==> src/rtl/adc_sample_sequencer.sv <==
// adc_sample_sequencer
//
// Per-sample ADC conversion sequencer. A sample request (SAMPLE_TICK with EN)
// latches the timebase value, pulses CNVST for CONV_CYCLES cycles, waits for
// ADC_BUSY to drop (bounded by TIMEOUT cycles), strobes ADC_RD for one cycle
// and captures ADC_DATA into a one-deep output register tagged with the
// latched timestamp.
//
// Ports:
//   CLK, nRST            clock (rising edge), asynchronous active-low reset
//   EN, SAMPLE_TICK      request acceptance enable and request pulse
//   TIMESTAMP [N]        timebase counter value, latched on acceptance
//   ADC_BUSY, ADC_DATA   ADC status and parallel result
//   CNVST, ADC_RD        convert-start and read strobes to the ADC
//   OUT_VALID/OUT_READY  output record handshake
//   OUT_DATA, OUT_TS     captured sample and its timestamp
//   ACTIVE               high whenever the FSM is not in IDLE
//   OVERRUN, TICK_MISS, TIMEOUT_ERR  sticky error flags
//   CLR_ERR              synchronous clear of the sticky flags
//
// All outputs are registered. The FSM state is held in 'state' (type
// state_t) so it can be observed hierarchically.

module adc_sample_sequencer #(
  parameter int N           = 16,
  parameter int DATA_W      = 16,
  parameter int CONV_CYCLES = 4,
  parameter int TIMEOUT     = 64
) (
  input  logic              CLK,
  input  logic              nRST,
  input  logic              EN,
  input  logic              SAMPLE_TICK,
  input  logic [N-1:0]      TIMESTAMP,
  input  logic              ADC_BUSY,
  input  logic [DATA_W-1:0] ADC_DATA,
  output logic              CNVST,
  output logic              ADC_RD,
  output logic              OUT_VALID,
  input  logic              OUT_READY,
  output logic [DATA_W-1:0] OUT_DATA,
  output logic [N-1:0]      OUT_TS,
  output logic              ACTIVE,
  output logic              OVERRUN,
  output logic              TICK_MISS,
  output logic              TIMEOUT_ERR,
  input  logic              CLR_ERR
);

  localparam int CNT_MAX = (CONV_CYCLES > TIMEOUT) ? CONV_CYCLES : TIMEOUT;
  localparam int CNT_W   = $clog2(CNT_MAX + 1);

  localparam logic [CNT_W-1:0] CONV_LAST = CNT_W'(CONV_CYCLES - 1);
  localparam logic [CNT_W-1:0] WAIT_LAST = CNT_W'(TIMEOUT - 1);

  typedef enum logic [1:0] {
    IDLE      = 2'd0,
    CONVERT   = 2'd1,
    WAIT_BUSY = 2'd2,
    READ      = 2'd3
  } state_t;

  state_t           state;
  logic [CNT_W-1:0] cnt;     // CONVERT length counter, then WAIT_BUSY counter
  logic [N-1:0]     ts_q;    // timestamp latched at request acceptance

  // Output handshake: a record transfers on any cycle with OUT_VALID=1 and
  // OUT_READY=1. OUT_DATA/OUT_TS only change on a load, and a load is only
  // allowed when the register is empty or being drained in the same cycle,
  // so the record is stable while OUT_VALID=1 and OUT_READY=0.
  logic load;
  logic miss_set;
  logic overrun_set;
  logic timeout_set;

  always_comb begin
    load        = (state == READ) && (!OUT_VALID || OUT_READY);
    overrun_set = (state == READ) && OUT_VALID && !OUT_READY;
    miss_set    = SAMPLE_TICK && (state != IDLE);
    timeout_set = (state == WAIT_BUSY) && ADC_BUSY && (cnt == WAIT_LAST);
  end

  always_ff @(posedge CLK or negedge nRST) begin
    if (!nRST) begin
      state       <= IDLE;
      cnt         <= '0;
      ts_q        <= '0;
      CNVST       <= 1'b0;
      ADC_RD      <= 1'b0;
      ACTIVE      <= 1'b0;
      OUT_VALID   <= 1'b0;
      OUT_DATA    <= '0;
      OUT_TS      <= '0;
      OVERRUN     <= 1'b0;
      TICK_MISS   <= 1'b0;
      TIMEOUT_ERR <= 1'b0;
    end else begin
      case (state)
        IDLE: begin
          if (SAMPLE_TICK && EN) begin
            ts_q   <= TIMESTAMP;
            cnt    <= '0;
            CNVST  <= 1'b1;
            ACTIVE <= 1'b1;
            state  <= CONVERT;
          end
        end
        CONVERT: begin
          if (cnt == CONV_LAST) begin
            cnt   <= '0;
            CNVST <= 1'b0;
            state <= WAIT_BUSY;
          end else begin
            cnt <= cnt + 1'b1;
          end
        end
        WAIT_BUSY: begin
          if (!ADC_BUSY) begin
            cnt    <= '0;
            ADC_RD <= 1'b1;
            state  <= READ;
          end else if (cnt == WAIT_LAST) begin
            // Abort without producing a record.
            cnt    <= '0;
            ACTIVE <= 1'b0;
            state  <= IDLE;
          end else begin
            cnt <= cnt + 1'b1;
          end
        end
        READ: begin
          ADC_RD <= 1'b0;
          ACTIVE <= 1'b0;
          state  <= IDLE;
        end
        default: begin
          cnt    <= '0;
          CNVST  <= 1'b0;
          ADC_RD <= 1'b0;
          ACTIVE <= 1'b0;
          state  <= IDLE;
        end
      endcase

      if (load) begin
        OUT_VALID <= 1'b1;
        OUT_DATA  <= ADC_DATA;
        OUT_TS    <= ts_q;
      end else if (OUT_READY) begin
        OUT_VALID <= 1'b0;
      end

      // A set event in the same cycle as CLR_ERR wins.
      OVERRUN     <= overrun_set | (OVERRUN     & ~CLR_ERR);
      TICK_MISS   <= miss_set    | (TICK_MISS   & ~CLR_ERR);
      TIMEOUT_ERR <= timeout_set | (TIMEOUT_ERR & ~CLR_ERR);
    end
  end

endmodule

==> config.mk <==
export PLATFORM = sky130hd
export DESIGN_NAME = adc_sample_sequencer
export DESIGN_NICKNAME = d
export VERILOG_FILES = /design/src/rtl/adc_sample_sequencer.sv
export SDC_FILE = /design/constraint.sdc
export NUM_CORES = 1
export LEC_CHECK = 0
export CAP_MARGIN = 30
export CORE_MARGIN = 8
export CORE_UTILIZATION = 45
export DETAILED_ROUTE_END_ITERATION = 7
export PLACE_DENSITY = 0.84
export SYNTH_ARGS = -nofsm -noshare
export SYNTH_HDL_FRONTEND = slang
export SYNTH_SLANG_ARGS = --single-unit
==> constraint.sdc <==
create_clock -name CLK -period 5.7 [get_ports CLK]
set_clock_uncertainty 0.1 [all_clocks]
set_input_delay 0.855 -clock CLK [delete_from_list [all_inputs] [get_ports CLK]]
set_output_delay 0.855 -clock CLK [all_outputs]
set_load 0.01 [all_outputs]
## Yosys cells after proc, flatten, opt, wreduce, memory -nomap -nowiden

Cells that the tools add are included.

| storage, ports and cells | value |
|---|---|
| memories kept | 0 |
| register bits | 64 |
| input port bits | 39 |
| RAM bits | 0 |
| bits in latches | 0 |
| bits in read-only memories | 0 |

| cells by class | value |
|---|---|
| add/sub/neg operators | 1 |
| div/mod/pow operators | 0 |
| muxes and demuxes | 20 |
| equality and inequality tests | 11 |
| multiply operators | 0 |
| $lt $le $gt $ge | 0 |
| shift-type cells | 0 |
| bitwise operators | 7 |
| reductions and logical operators | 23 |

Operators with widths:

| operator | count |
|---|---|
| $mux 7 | 4 |
| $pmux 7 s3 | 1 |
| $mux 2 | 4 |
| $ne 2x2->1 const B | 4 |
| $pmux 2 s4 | 1 |
| $reduce_bool 2->1 | 4 |
| $add 7x1->7 const B | 1 |
| $eq 7x2->1 const B | 1 |
| $eq 7x6->1 const B | 1 |
| $logic_and 1x1->1 | 7 |
| $mux 1 | 7 |
| $reduce_and 2->1 | 3 |
| $reduce_and 3->1 | 2 |
| $reduce_bool 3->1 | 2 |
| $eq 2x2->1 const B | 2 |
| $pmux 1 s2 | 2 |
| $reduce_and 4->1 | 1 |
| $and 1x1->1 | 3 |
| $ne 3x2->1 const B | 1 |
| $or 1x1->1 | 3 |
| $pmux 1 s3 | 1 |
| $eq 2x1->1 const B | 1 |
| $logic_not 1->1 | 2 |
| $logic_not 2->1 | 1 |
| other kinds (3) | 3 |

## Longest topological paths before layout

| logic depth | value |
|---|---|
| depth after elaboration | 4 |
| mapped depth | 7 |
| mapped depth without buffers | 7 |

## Least setup slack after synthesis

Ideal clock, no wire load.

| path | value |
|---|---|
| path type | input to register |
| start point | input SAMPLE_TICK |
| end point | register cnt[4] |
| stages | 5 |
| buffers on the path | 0 |
| path slack | 3.628 ns |
| required time | 5.479 ns |
| arrival time | 1.851 ns |
| setup time | 0.121 ns |
| cells stage by stage | nand3_2 -> a21boi_1 -> nor3_1 -> a21o_1 -> a22o_1 |

| between the ends | value |
|---|---|
| word-level cells in the longest chain between the ends | 3 |

RTL lines:

| what | RTL line | RTL |
|---|---|---|
| start: declaration | 33 | `input logic SAMPLE_TICK,` |
| $logic_and 1x1->1 | 100 | `if (SAMPLE_TICK && EN) begin` |
| $ne 2x2->1 (no line) | - |  |
| $reduce_and 2->1 (no line) | - |  |
| end signal: assignment | 114 | `cnt <= cnt + 1'b1;` |
| end signal: assignment | 128 | `cnt <= cnt + 1'b1;` |
| end: declaration | 64 | `logic [CNT_W-1:0] cnt;` |

Every way passes these cells.
A chain may end at the register's enable or synchronous reset.

## Final worst setup path

Same ends and word-level chain as after synthesis.

==> results.yml <==
drt:
  drc: 0
  wire_per_inst_um: 15.8
  drtPass1Iterations: 4
  via_count: 1812
  drtIter0Drc: 55
  ant_nets: 0
  viasPerCell: 5.05
  postRouteWirelength_mm: 5.66
outcome:
  outcome: "finished, final reports clean"
power_and_ir_drop:
  p_int_mw: 1.39
  clkPwrFrac: 0.181
  p_per_area_nw_per_um2: 550
  p_leak_nw: 1.59
  switching_power_mw: 0.640
  p_comb_frac: 0.438
  switching_share: 0.315
  finalPower_mw: 2.03
  seq_power_share: 0.381
  peakVddDrop_uv: 291
floorplanning:
  die_w_um: 92.7
  io_pins: 78
  die-area_um2: 8580
  die_h_um: 92.7
  start_util: 0.455
  row_count: 28
  core_area_um2: 5820
clock_tree:
  numCtsBuffers: 9
  cts.clk_slew.worst_paths_ns: 0.07
  h-tree-depth: 3
  cts_resized: 0
  cts_tree: "done"
  clock_latency_ns: 0.33
  cts_setup_buffers: 0
  cts_max_path_buffers: 2
  ctsHoldBuffers: 0
  root_buffer: "clkbuf_8"
  cts.sinks: 64
timing:
  final_hold_viol_count: 0
  fin_crit_sh: 0.477
  maxSlewViolCount: 0
  fmax_ghz: 0.368
  finalSetupTns_ns: 0
  slew_headroom: 0.465
  setup_violations: 0
  rsz0062_at_grt: "false"
  min_period_ns: 2.72
  tightestPinTransition_ns: 0.803
synth:
  synth_seq_cells: 64
  synthArstFlopShare: 1.00
  yosys.area.top_type: "dfrtp_1"
  synth.avg_cell_area_um2: 13.7
  yosysSeqAreaShare: 0.606
  syn_nets: 237
  synth-simple-area-share: 0.0653
  yosysUniqueCellTypes: 34
  yosysMostFrequentCell: "dfrtp_1"
  synth_mux_area_frac: 0.204
  ys.flop_type: "dfrtp_1"
  synth_common_cells: "64 x dfrtp_1, 48 x mux2_2, 12 x nand2_1"
  yosys-top-cells-area: "dfrtp_1 61%, mux2_2 20%, ha_1 2.4%"
  synth-compound-area-share: 0.0795
  synth-edff-count: 0
  synth-xor-area-share: 0
  netlist.area_leader.share: 0.606
  syn_inst: 193
  synth_fa_ha_area_frac: 0.0237
  synth_area_um2: 2640
  synth_top_family_by_area: "multiplexers"
  yosys_warnings: 0
setup_path:
  path_max_fanout: 17
  worst_ep_required_time_ns: 5.82
  crit_path_start_kind: "input pin"
  cp-end-kind: "register"
  arrival_ns: 2.83
  path_class: "in -> reg"
global_routing:
  antenna_found_initial: 0
  track_usage: 0.136
  grt_overflow: 0
  grt_max_degree: 65
  grt_first_pass_wirelength_mm: 9.25
  grt_pass1_vias: 1971
layout:
  nets: 323
  fin_area_um2: 3690
  drive_above_1_share: 0.254
  antenna_cells: 0
  area_delta_synth_final_pct: 39.5
place:
  gp_congestion: 0.769
  post_dp_cell_area_um2: 3500
  hpwl_mm: 4.11
  port_buffers: 77
hold_path:
  hold_class: "reg -> reg"
job:
  cap_violations: 0
-- cell type report --
cell class / count / area (µm²)
well taps: 75 / 93.8
repair buffers: 79 / 781
fillers: 482 / 2130
flip-flops and latches: 64 / 1600
inverters: 10 / 37.5
clock inverters: 5 / 57.6
multi-input cells: 115 / 986
clock buffers: 11 / 131
-- registers in the layout, indices dropped and copies added (netlist names) --
name	count
cnt	7
ACTIVE	1
OUT_TS	16
TICK_MISS	1
TIMEOUT_ERR	1
OUT_DATA	16
ts_q	16
state	2
ADC_RD	1
OVERRUN	1
CNVST	1
OUT_VALID	1
-- critical path, cell delays in order --
cell and delay (ns):
clkdlybuf4s50_1 0.47, nand3_2 0.38, a21boi_1 0.65, nor3_1 0.10, a21o_1 0.18, a22o_1 0.19
-- placed cells by master, fill, tap and decap left out, drive strengths merged, types with 2 or more instances in the layout --
| master | synthesis | routed |
|---|---|---|
| mux2 | 48 | 48 |
| nand2b | 2 | 2 |
| nor3 | 3 | 3 |
| a21o | 2 | 2 |
| and3 | 2 | 2 |
| nand2 | 12 | 12 |
| dfrtp | 64 | 64 |
| a22o | 4 | 4 |
| a21oi | 5 | 5 |
| inv | 10 | 10 |
| nor2 | 2 | 2 |
| buf | 4 | 3 |
| o2bb2ai | 2 | 2 |
| ha | 5 | 5 |
| o22ai | 4 | 4 |
| nand3 | 5 | 5 |
| clkdlybuf4s50 | 0 | 76 |
| clkbuf | 0 | 11 |
| clkinv | 0 | 4 |
| o21ai | 6 | 6 |
-- power by group through the flow --
stage	clock [mW]	sequential, mW	combinational, mW
after floorplan	0	0.824	0.438
after global placement	0	0.768	0.873
after detailed placement	0	0.780	0.902
after CTS	0.380	0.775	0.906
after global routing	0.401	0.799	0.960
final	0.366	0.772	0.889
-- kinds of logic after synthesis --
family                   after synthesis
flip-flops                            64
multiplexers                          48
AND/OR/NAND/NOR                       32
AO/OA/AOI/OAI                         30
buffers and inverters                 14
adder cells (fa/ha/maj)                5
-- routing by layer --
layer / global-route usage / part of all wire / up-vias
li1: - / - / 865
met1: 0.153 / 0.43 / 884
met2: 0.224 / 0.50 / 58
met3: 0.0526 / 0.072 / 5
met4: 0.0617 / 0.0067 / 0
met5: 0 / 0 / -
-- path summary, 6_finish.rpt --
path	startpoint	endpoint	slack, ns	cells past startpoint
min	OVERRUN$_DFF_PN0_	OVERRUN$_DFF_PN0_	0.39	1
max	SAMPLE_TICK	cnt[4]$_DFFE_PN0P_	2.98	6
min reg2reg	OVERRUN$_DFF_PN0_	OVERRUN$_DFF_PN0_	0.39	1
max reg2reg	state[0]$_DFFE_PN0P_	cnt[4]$_DFFE_PN0P_	3.23	7
min in group asynchronous	nRST	TICK_MISS$_DFF_PN0_	0.59	2
max in group asynchronous	nRST	ts_q[11]$_DFFE_PN0P_	4.37	2
-- per-stage QoR --
step	setup WS, ns	utilization	hold slack (ns)	cells
detailed placement	2.66	0.602	0.382	343
floorplan	3.63	-	0.375	193
CTS	3.02	0.634	0.397	359
global placement	2.73	0.602	0.381	343
global route	2.91	0.634	0.422	359
finish	2.98	0.634	0.394	359
No activity file was read; power rests on OpenSTA's default activity.
